===== config.mk =====
export PLATFORM = sky130hd
export DESIGN_NAME = bp_fe_ras
export DESIGN_NICKNAME = d
export VERILOG_FILES = /design/src/rtl/bp_fe_ras_pkg.sv /design/src/rtl/bp_fe_ras_ptr.sv /design/src/rtl/bp_fe_ras.sv
export SDC_FILE = /design/constraint.sdc
export NUM_CORES = 1
export LEC_CHECK = 0
export BUFFER_PORTS_ARGS = -buffer_cell sky130_fd_sc_hd__buf_2
export CAP_MARGIN = 20
export CORE_MARGIN = 2
export CORE_UTILIZATION = 60
export DETAILED_ROUTE_END_ITERATION = 8
export MAX_ROUTING_LAYER = met4
export PLACE_DENSITY = 0.81
export SKIP_LAST_GASP = 1
export SLEW_MARGIN = 10
export SYNTH_ARGS = -nofsm -noshare
export SYNTH_HDL_FRONTEND = slang
export SYNTH_SLANG_ARGS = --single-unit

===== constraint.sdc =====
create_clock -name clk_i -period 3.5 [get_ports clk_i]
set_input_delay 0.35 -clock clk_i [delete_from_list [all_inputs] [get_ports clk_i]]
set_output_delay 0.35 -clock clk_i [all_outputs]
set_load 0.02 [all_outputs]

===== src/rtl/bp_fe_ras_pkg.sv =====
// Shared types for the front-end return address stack.
// Defines the checkpoint struct macro and the stack op decoder.
`ifndef BP_FE_RAS_PKG_SV
`define BP_FE_RAS_PKG_SV

`define DECLARE_BP_FE_RAS_CKPT_S(ras_ptr_width_p) \
  typedef struct packed { \
    logic [ras_ptr_width_p:0]   cnt; \
    logic [ras_ptr_width_p-1:0] tos; \
  } bp_fe_ras_ckpt_s

package bp_fe_ras_pkg;

  typedef enum logic [1:0] {
    RAS_NOP,
    RAS_PUSH,
    RAS_POP,
    RAS_SWAP
  } ras_op_e;

  // A pop on an empty stack degrades to a nop,
  // and push+pop on an empty stack to a push.
  function automatic ras_op_e ras_op_decode(
    input logic push,
    input logic pop,
    input logic empty
  );
    ras_op_e op;
    op = RAS_NOP;
    unique case (1'b1)
      (push & pop & !empty):    op = RAS_SWAP;
      (push & !(pop & !empty)): op = RAS_PUSH;
      (!push & pop & !empty):   op = RAS_POP;
      default:                  op = RAS_NOP;
    endcase
    return op;
  endfunction

endpackage

`endif


===== src/rtl/bp_fe_ras_ptr.sv =====
// Combinational next-state for RAS pointer/count/write/ovf.
// In: base tos/cnt, push/pop. Out: next tos/cnt, we, widx, ovf.
module bp_fe_ras_ptr
  import bp_fe_ras_pkg::*;
#(
  parameter int ras_els_p       = 8,
  parameter int ras_ptr_width_p = $clog2(ras_els_p)
) (
  input  logic [ras_ptr_width_p-1:0] i_base_tos,
  input  logic [ras_ptr_width_p:0]   i_base_cnt,
  input  logic                       i_push,
  input  logic                       i_pop,
  output logic [ras_ptr_width_p-1:0] o_tos,
  output logic [ras_ptr_width_p:0]   o_cnt,
  output logic                       o_we,
  output logic [ras_ptr_width_p-1:0] o_widx,
  output logic                       o_ovf
);

  localparam logic [ras_ptr_width_p:0] ELS =
    (ras_ptr_width_p+1)'(ras_els_p);

  logic    w_full;
  logic    w_empty;
  ras_op_e w_op;

  assign w_full  = (i_base_cnt == ELS);
  assign w_empty = (i_base_cnt == '0);
  assign w_op    = ras_op_decode(i_push, i_pop, w_empty);

  always_comb begin
    o_tos  = i_base_tos;
    o_cnt  = i_base_cnt;
    o_we   = 1'b0;
    o_widx = i_base_tos;
    o_ovf  = 1'b0;
    unique case (w_op)
      RAS_PUSH: begin
        // Pointer wraps for free: depth is a power of two.
        o_tos  = i_base_tos + 1'b1;
        o_widx = i_base_tos + 1'b1;
        o_we   = 1'b1;
        o_cnt  = w_full ? i_base_cnt : i_base_cnt + 1'b1;
        o_ovf  = w_full;
      end
      RAS_POP: begin
        o_tos = i_base_tos - 1'b1;
        o_cnt = i_base_cnt - 1'b1;
      end
      RAS_SWAP: begin
        o_we = 1'b1;
      end
      default: begin
      end
    endcase
  end

endmodule


===== src/rtl/bp_fe_ras.sv =====
// Checkpointable circular return address stack.
// push/pop from fetch, restore from redirect; top/ckpt/ovf out.
module bp_fe_ras
  import bp_fe_ras_pkg::*;
#(
  parameter int vaddr_width_p   = 39,
  parameter int ras_els_p       = 8,
  parameter int ras_ptr_width_p = $clog2(ras_els_p)
) (
  input  logic                       clk_i,
  input  logic                       reset_n_i,
  input  logic                       push_v_i,
  input  logic [vaddr_width_p-1:0]   push_addr_i,
  input  logic                       pop_v_i,
  output logic [vaddr_width_p-1:0]   top_addr_o,
  output logic                       top_v_o,
  output logic [ras_ptr_width_p-1:0] ckpt_tos_o,
  output logic [ras_ptr_width_p:0]   ckpt_cnt_o,
  input  logic                       restore_v_i,
  input  logic [ras_ptr_width_p-1:0] restore_tos_i,
  input  logic [ras_ptr_width_p:0]   restore_cnt_i,
  input  logic                       restore_call_i,
  input  logic                       restore_ret_i,
  input  logic [vaddr_width_p-1:0]   restore_addr_i,
  output logic                       ovf_o
);

  `DECLARE_BP_FE_RAS_CKPT_S(ras_ptr_width_p);

  logic [vaddr_width_p-1:0]   r_mem [ras_els_p];
  logic [ras_ptr_width_p-1:0] r_tos;
  logic [ras_ptr_width_p:0]   r_cnt;
  logic                       r_ovf;

  bp_fe_ras_ckpt_s            w_ckpt;
  bp_fe_ras_ckpt_s            w_base;
  logic                       w_push;
  logic                       w_pop;
  logic [vaddr_width_p-1:0]   w_addr;
  logic [ras_ptr_width_p-1:0] w_tos;
  logic [ras_ptr_width_p:0]   w_cnt;
  logic                       w_we;
  logic [ras_ptr_width_p-1:0] w_widx;
  logic                       w_ovf;

  assign w_ckpt = '{cnt: r_cnt, tos: r_tos};

  // A redirect overrides whatever fetch asks for.
  always_comb begin
    w_base = w_ckpt;
    w_push = push_v_i;
    w_pop  = pop_v_i;
    w_addr = push_addr_i;
    if (restore_v_i) begin
      w_base = '{cnt: restore_cnt_i, tos: restore_tos_i};
      w_push = restore_call_i;
      w_pop  = restore_ret_i;
      w_addr = restore_addr_i;
    end
  end

  bp_fe_ras_ptr #(
    .ras_els_p       (ras_els_p),
    .ras_ptr_width_p (ras_ptr_width_p)
  ) u_ptr (
    .i_base_tos (w_base.tos),
    .i_base_cnt (w_base.cnt),
    .i_push     (w_push),
    .i_pop      (w_pop),
    .o_tos      (w_tos),
    .o_cnt      (w_cnt),
    .o_we       (w_we),
    .o_widx     (w_widx),
    .o_ovf      (w_ovf)
  );

  always_ff @(posedge clk_i or negedge reset_n_i) begin
    if (!reset_n_i) begin
      for (int i = 0; i < ras_els_p; i++) begin
        r_mem[i] <= '0;
      end
      r_tos <= '0;
      r_cnt <= '0;
      r_ovf <= 1'b0;
    end else begin
      r_tos <= w_tos;
      r_cnt <= w_cnt;
      r_ovf <= w_ovf;
      if (w_we) begin
        r_mem[w_widx] <= w_addr;
      end
    end
  end

  assign top_addr_o = r_mem[r_tos];
  assign top_v_o    = (r_cnt != '0);
  assign ckpt_tos_o = w_ckpt.tos;
  assign ckpt_cnt_o = w_ckpt.cnt;
  assign ovf_o      = r_ovf;

endmodule


# Word-level counts from Yosys, hierarchy flattened
# Cells that the tools add are included.
[word_totals] register_bits=320 latch_bits=0 ramBits=0 mem_bits_ro=0 output_inout_bits=48 word_cells=54 n_memories=0
[op_classes] n_addsub=4 mul=0 n_div=0 n_lt_le_gt_ge=3 n_eq_ne=4 shifts=0 n_mux=17 bitwise=8 n_reduce_logical=7
[ops] operator="$bwmux W312" count=1
[ops] operator="$mux W39" count=4
[ops] operator="$bmux W39 S3" count=1
[ops] operator="$demux W39 S3" count=1
[ops] operator="$ge A4 B4 Y1 const B" count=2
[ops] operator="$not A3 Y4" count=2
[ops] operator="$pmux W4 S2" count=1
[ops] operator="$mux W7" count=1
[ops] operator="$and A1 B1 Y1" count=6
[ops] operator="$pmux W2 S3" count=1
[ops] operator="$pmux W3 S2" count=1
[ops] operator="$add A4 B1 Y4 const B" count=1
[ops] operator="$eq A2 B2 Y1 const B" count=2
[ops] operator="$eq A4 B4 Y1 const B" count=1
[ops] operator="$logic_not A4 Y1" count=1
[ops] operator="$lt A4 B1 Y1 const B" count=1
[ops] operator="$mux W1" count=4
[ops] operator="$mux W4" count=1
[ops] operator="$reduce_bool A4 Y1" count=1
[ops] operator="$sub A4 B1 Y4 const B" count=1
[ops] operator="$add A3 B1 Y3 const B" count=1
[ops] operator="$logic_not A1 Y1" count=3
[ops] operator="$mux W3" count=1
[ops] operator="$sub A3 B1 Y3 const B" count=1
[ops] operator="3 further kinds" count=3

# Depth between registers and ports, before layout
[depth] ltp_word=15 depth_mapped=14

# Modules after synthesis
# A second synthesis with hierarchy kept.
[unflattened] hier_cells=926 hier_area_um2=15120.8
[by_module_without_submodules] module="bp_fe_ras" instances=1 cells_per_inst=865 area_per_inst_um2=14711.6 seq_area_each_um2=8007.7
[by_module_without_submodules] module="bp_fe_ras_ptr" instances=1 cells_per_inst=61 area_per_inst_um2=409.1 seq_area_each_um2=0.0

# Least setup slack after synthesis
# OpenSTA, ideal clock, no wires.
[synth_timing] kind="input to register" startpoint="in restore_v_i" endpoint="reg r_mem[145] (netlist bit)" setup_ns=0.127 arrival_ns=3.152 required_time_ns=3.373 slack_ns=0.221 path_stages=14 path_cell_list="buf_4 -> buf_2 -> mux2_2 -> inv_1 -> ha_1 -> nand2_1 -> o221ai_1 -> ha_1 -> inv_1 -> mux2_4 -> nor3_4 -> buf_4 -> buf_6 -> mux2_1"
[synth_between] elab_chain_cells=15
[synth_rtl] item="start, declared" line="bp_fe_ras.sv:19" source="input logic restore_v_i,"
[synth_rtl] item="$mux W7" line="bp_fe_ras.sv:54" source="if (restore_v_i) begin"
[synth_rtl] item="$logic_not A4 Y1" line="bp_fe_ras_ptr.sv:28" source="assign w_empty = (i_base_cnt == '0);"
[synth_rtl] item="$logic_not A1 Y1" line="bp_fe_ras_pkg.sv:31, bp_fe_ras_pkg.sv:32, bp_fe_ras_pkg.sv:33"
[synth_rtl] item="$and A1 B1 Y1" line="bp_fe_ras_pkg.sv:32" source="(push & !(pop & !empty)): op = RAS_PUSH;"
[synth_rtl] item="$logic_not A1 Y1" line="bp_fe_ras_pkg.sv:32"
[synth_rtl] item="$and A1 B1 Y1" line="bp_fe_ras_pkg.sv:32"
[synth_rtl] item="$pmux W2 S3" line="bp_fe_ras_pkg.sv:30" source="unique case (1'b1)"
[synth_rtl] item="$eq A2 B1 Y1" line="bp_fe_ras_ptr.sv:37" source="unique case (w_op)"
[synth_rtl] item="$mux W3" line="bp_fe_ras_ptr.sv:37"
[synth_rtl] item="$not A3 Y4 (not written as such)" line="bp_fe_ras.sv:90" source="r_mem[w_widx] <= w_addr;"
[synth_rtl] item="$ge A4 B4 Y1 (not written as such) / $lt A4 B1 Y1 (equally long branches)" line="bp_fe_ras.sv:90"
[synth_rtl] item="$logic_and A1 B1 Y1 (not written as such)" line="bp_fe_ras.sv:90"
[synth_rtl] item="$mux W39 (not written as such)" line="bp_fe_ras.sv:90"
[synth_rtl] item="$demux W39 S3" line="bp_fe_ras.sv:90"
[synth_rtl] item="$bwmux W312" line="bp_fe_ras.sv:90"
[synth_rtl] item="end signal, assigned by index" line="bp_fe_ras.sv:90"
[synth_rtl] item="end, declared" line="bp_fe_ras.sv:30" source="logic [vaddr_width_p-1:0] r_mem [ras_els_p];"
# Several ways; a longest one is shown, not always the timed one.
# A chain may end at the register's enable or synchronous reset.

# Worst setup path in the final report
[layout_timing] startpoint="reg r_cnt[0] (netlist: ckpt_cnt_o[0])" endpoint="reg r_mem[274] (netlist bit)"
[layout_between] elab_chain_cells=15
[layout_rtl] item="start, declared" line="bp_fe_ras.sv:32" source="logic [ras_ptr_width_p:0] r_cnt;"
[layout_rtl] item="start signal, assigned" line="bp_fe_ras.sv:87" source="r_cnt <= w_cnt;"
[layout_rtl] item="$mux W7 (*)" line="bp_fe_ras.sv:54"
[layout_rtl] item="$logic_not A4 Y1 (*)" line="bp_fe_ras_ptr.sv:28"
[layout_rtl] item="$logic_not A1 Y1 (*)" line="bp_fe_ras_pkg.sv:31, bp_fe_ras_pkg.sv:32, bp_fe_ras_pkg.sv:33"
[layout_rtl] item="$and A1 B1 Y1" line="bp_fe_ras_pkg.sv:32"
[layout_rtl] item="$logic_not A1 Y1" line="bp_fe_ras_pkg.sv:32"
[layout_rtl] item="$and A1 B1 Y1" line="bp_fe_ras_pkg.sv:32"
[layout_rtl] item="$pmux W2 S3 (*)" line="bp_fe_ras_pkg.sv:30"
[layout_rtl] item="$eq A2 B1 Y1" line="bp_fe_ras_ptr.sv:37"
[layout_rtl] item="$mux W3" line="bp_fe_ras_ptr.sv:37"
[layout_rtl] item="$not A3 Y4 (not written as such)" line="bp_fe_ras.sv:90"
[layout_rtl] item="$ge A4 B4 Y1 (not written as such) / $lt A4 B1 Y1 (equally long branches)" line="bp_fe_ras.sv:90"
[layout_rtl] item="$logic_and A1 B1 Y1 (not written as such)" line="bp_fe_ras.sv:90"
[layout_rtl] item="$mux W39 (not written as such)" line="bp_fe_ras.sv:90"
[layout_rtl] item="$demux W39 S3" line="bp_fe_ras.sv:90"
[layout_rtl] item="$bwmux W312" line="bp_fe_ras.sv:90"
# Mark *: on every way between the ends. The rest lies on a longest branch, timed or not.

==> impl_metrics.toml <==
[yosys]
synth.most_common_cell = "mux2_2"
yosys_warnings = 0
synth-xor-area-share_pct = 0.288
synth-edff-count = 0
synth_top_family_by_area = "multiplexers"
synth_area_um2 = 15200
synth-compound-area-share_pct = 0.789
synthTopCellsByArea = "dfrtp_1 (53%), mux2_2 (26%), mux4_2 (12%)"
synth_cell_types = 34
synthTopCellsByCount = "mux2_2 (356), dfrtp_1 (320), mux4_2 (78), mux2_4 (23)"
muxShareOfSynthArea_pct = 42.0
netlist_instances = 928
synthSimpleGateAreaFrac_pct = 1.15
synth_fa_ha_area_share_pct = 0.575
avgSynthCellArea_um2 = 16.4
synth_top_area_share_pct = 52.6
synth_nets = 1027
ys.flop_type = "dfrtp_1"
yosysTopAreaCell = "dfrtp_1"
ys_ff_latch = 320
synth_async_sr_flop_share_pct = 100
yosysSeqAreaShare_pct = 52.6

[die]
ios = 140
num_rows = 58
die_y_um = 163
die_area_um2 = 26700
die_w_um = 163
fp.coreArea_um2 = 25000
initial_utilization_pct = 60.8

[drt]
drtPass1Iterations = 4
drc_errors = 0
vias = 8575
routed_via_density = 6.08
ant_nets = 0
drt-wirelength-per-cell_um = 22.0
routed_wirelength_um = 31100
drt_iter0_drc = 584

[sta]
rsz0062_at_grt = "false"
timing.final.crit_share_pct = 94.2
max-slew-margin-rel_pct = 52.0
maxSlewViolCount = 0
timing.fmax_mhz = 303
hold-worst-slack_ns = 0.276
setup_viol = 0
fin_worst_skew_ns = 0.00989
final.min_clock_period_ns = 3.30
finalHoldViolations = 0
worst_pin_slew_ns = 0.719

[global_routing]
first_global_vias = 9256
grt_overflow = 0
grt_max_degree = 110
grt.total_usage_pct = 25.1
grt_pass1_wl_um = 50900
antenna_found_initial = 0

[status]
status = "completed"

[cts]
htree_levels = 1
cts_buffers = 31
worst_skew_pair.late_latency_ns = 0.55
cts_resized = 0
tritoncts = "done"
clkTransAtPathRegs_ns = 0.07
root_buffer = "clkbuf_16"
cts_buffer_depth = 3
clock-sinks = 320

[placed_design]
place_congestion = 0.784
dp_hpwl_um = 18400
placed_cells = 1354
place.port_buffers = 139

[power]
total_power_mw = 16.3
p_leak_nw = 7.54
power.density_nw_per_um2 = 940
vdd_ir_drop_max_uv = 595

[cells_and_area]
area_growth_pct = 13.8
layout.cells.non_filler = 1411
fin_util_pct = 69.2
drive_above_1_share_pct = 62.4
antenna_cells = 0
final_nets = 1157
nFillCells = 1645

[worst_setup_path]
start_kind = "flip-flop"
worstPathRequired_ns = 3.93
critPathKind = "reg -> reg"
worstSetupEndpointType = "flip-flop"
worstPathArrival_ns = 3.73
crit_fanout = 25

[min_path]
hp-class = "in -> reg"

[run]
maxCapViolCount = 0
[path summary, 6_finish.rpt]
check                             end  depth (start not counted)             from  slack [ns]
setup / recovery           r_mem[274]                         11    ckpt_cnt_o[0]        0.20
hold / removal             r_mem[299]                          3  push_addr_i[26]        0.28
setup reg to reg           r_mem[274]                         11    ckpt_cnt_o[0]        0.20
hold reg to reg            r_mem[152]                          1       r_mem[152]        0.49
max in group asynchronous   r_mem[62]                          3        reset_n_i        2.08
min in group asynchronous  r_mem[195]                          2        reset_n_i        0.37
[critical path, cell delays in order (launching register included)]
cell and delay, ns:
dfrtp_1 0.40, mux2_2 0.34, inv_1 0.10, ha_1 0.23, nand2_1 0.08, o221ai_1 0.21, ha_1 0.33, inv_1 0.19
mux2_4 0.38, nor3_4 0.29, buf_12 0.25, mux2_2 0.36
[cells by family after synthesis]
kind of cell,Yosys count
muxes,483
DFF,320
buffers and inverters,70
and+or+nand+nor,29
AOI/OAI and AO/OA,17
adders and majority gates,7
xor gates and xnor gates,2
[layout make-up]
cell class	instances	area (um2)	area share, %
Tap cell	330	413	2.38
Clock buffer	50	927	5.35
Timing Repair Buffer	160	1020	5.86
Multi-Input combinational cell	538	6850	39.5
Clock inverter	6	83.8	0.484
Inverter	7	26.3	0.152
Sequential cell	320	8020	46.3
[repair_timing]
action,4_1_cts,5_1_grt
setup buffers,0,0
hold buffers,1,0
hold endpoints to repair,76,0
[cells in the final DEF (no fill, tap or decap), types with 2 or more instances in the layout]
master       n
inv_1        7
buf_4        8
mux2_1      20
nand3_1      3
clkbuf_16   31
dfrtp_1    317
bufinv_16    2
nor3_4       4
dfrtp_4      2
o211ai_1     5
nand2_1      9
clkbuf_1    11
nand3_2      4
mux2_4      23
ha_1         7
clkinv_2     3
clkbuf_8     8
buf_12      12
mux2_2     356
nor2_1       6
o21ai_0      5
mux4_2      78
buf_2      138
mux2i_1      5
[sequential cells by signal (all words and copies together), names as in the netlist]
signal      flops
r_mem         312
ckpt_tos_o      3
ovf_o           1
ckpt_cnt_o      4
[per-stage QoR]
step	setup TNS [ns]	setup slack, ns	cell area (um2)
after floorplan	0	0.221	15200
after global placement	0	0.103	16300
after detailed placement	-0.00382	-0.00296	16300
after CTS	0	0.200	17300
after global routing	0	0.00111	17300
final	0	0.203	17300
[where the power goes]
| part | switching (mW) | total (mW) | internal [mW] |
|---|---|---|---|
| sequential | 0.911 | 6.47 | 5.56 |
| clock | 1.36 | 3.30 | 1.95 |
| combinational | 2.81 | 6.52 | 3.71 |
| total | 5.08 | 16.3 | 11.2 |
[layer usage]
| layer | part of all wire [%] | up-vias | GRT usage [%] |
|---|---|---|---|
| li1 | - | 3756 | - |
| met2 | 51 | 165 | 41.3 |
| met1 | 44 | 4606 | 34.2 |
| met5 | 0 | - | - |
| met4 | 2.3 | 0 | 5.95 |
| met3 | 2.9 | 48 | 2.84 |
Note: power is estimated with default switching activity, not from simulation.
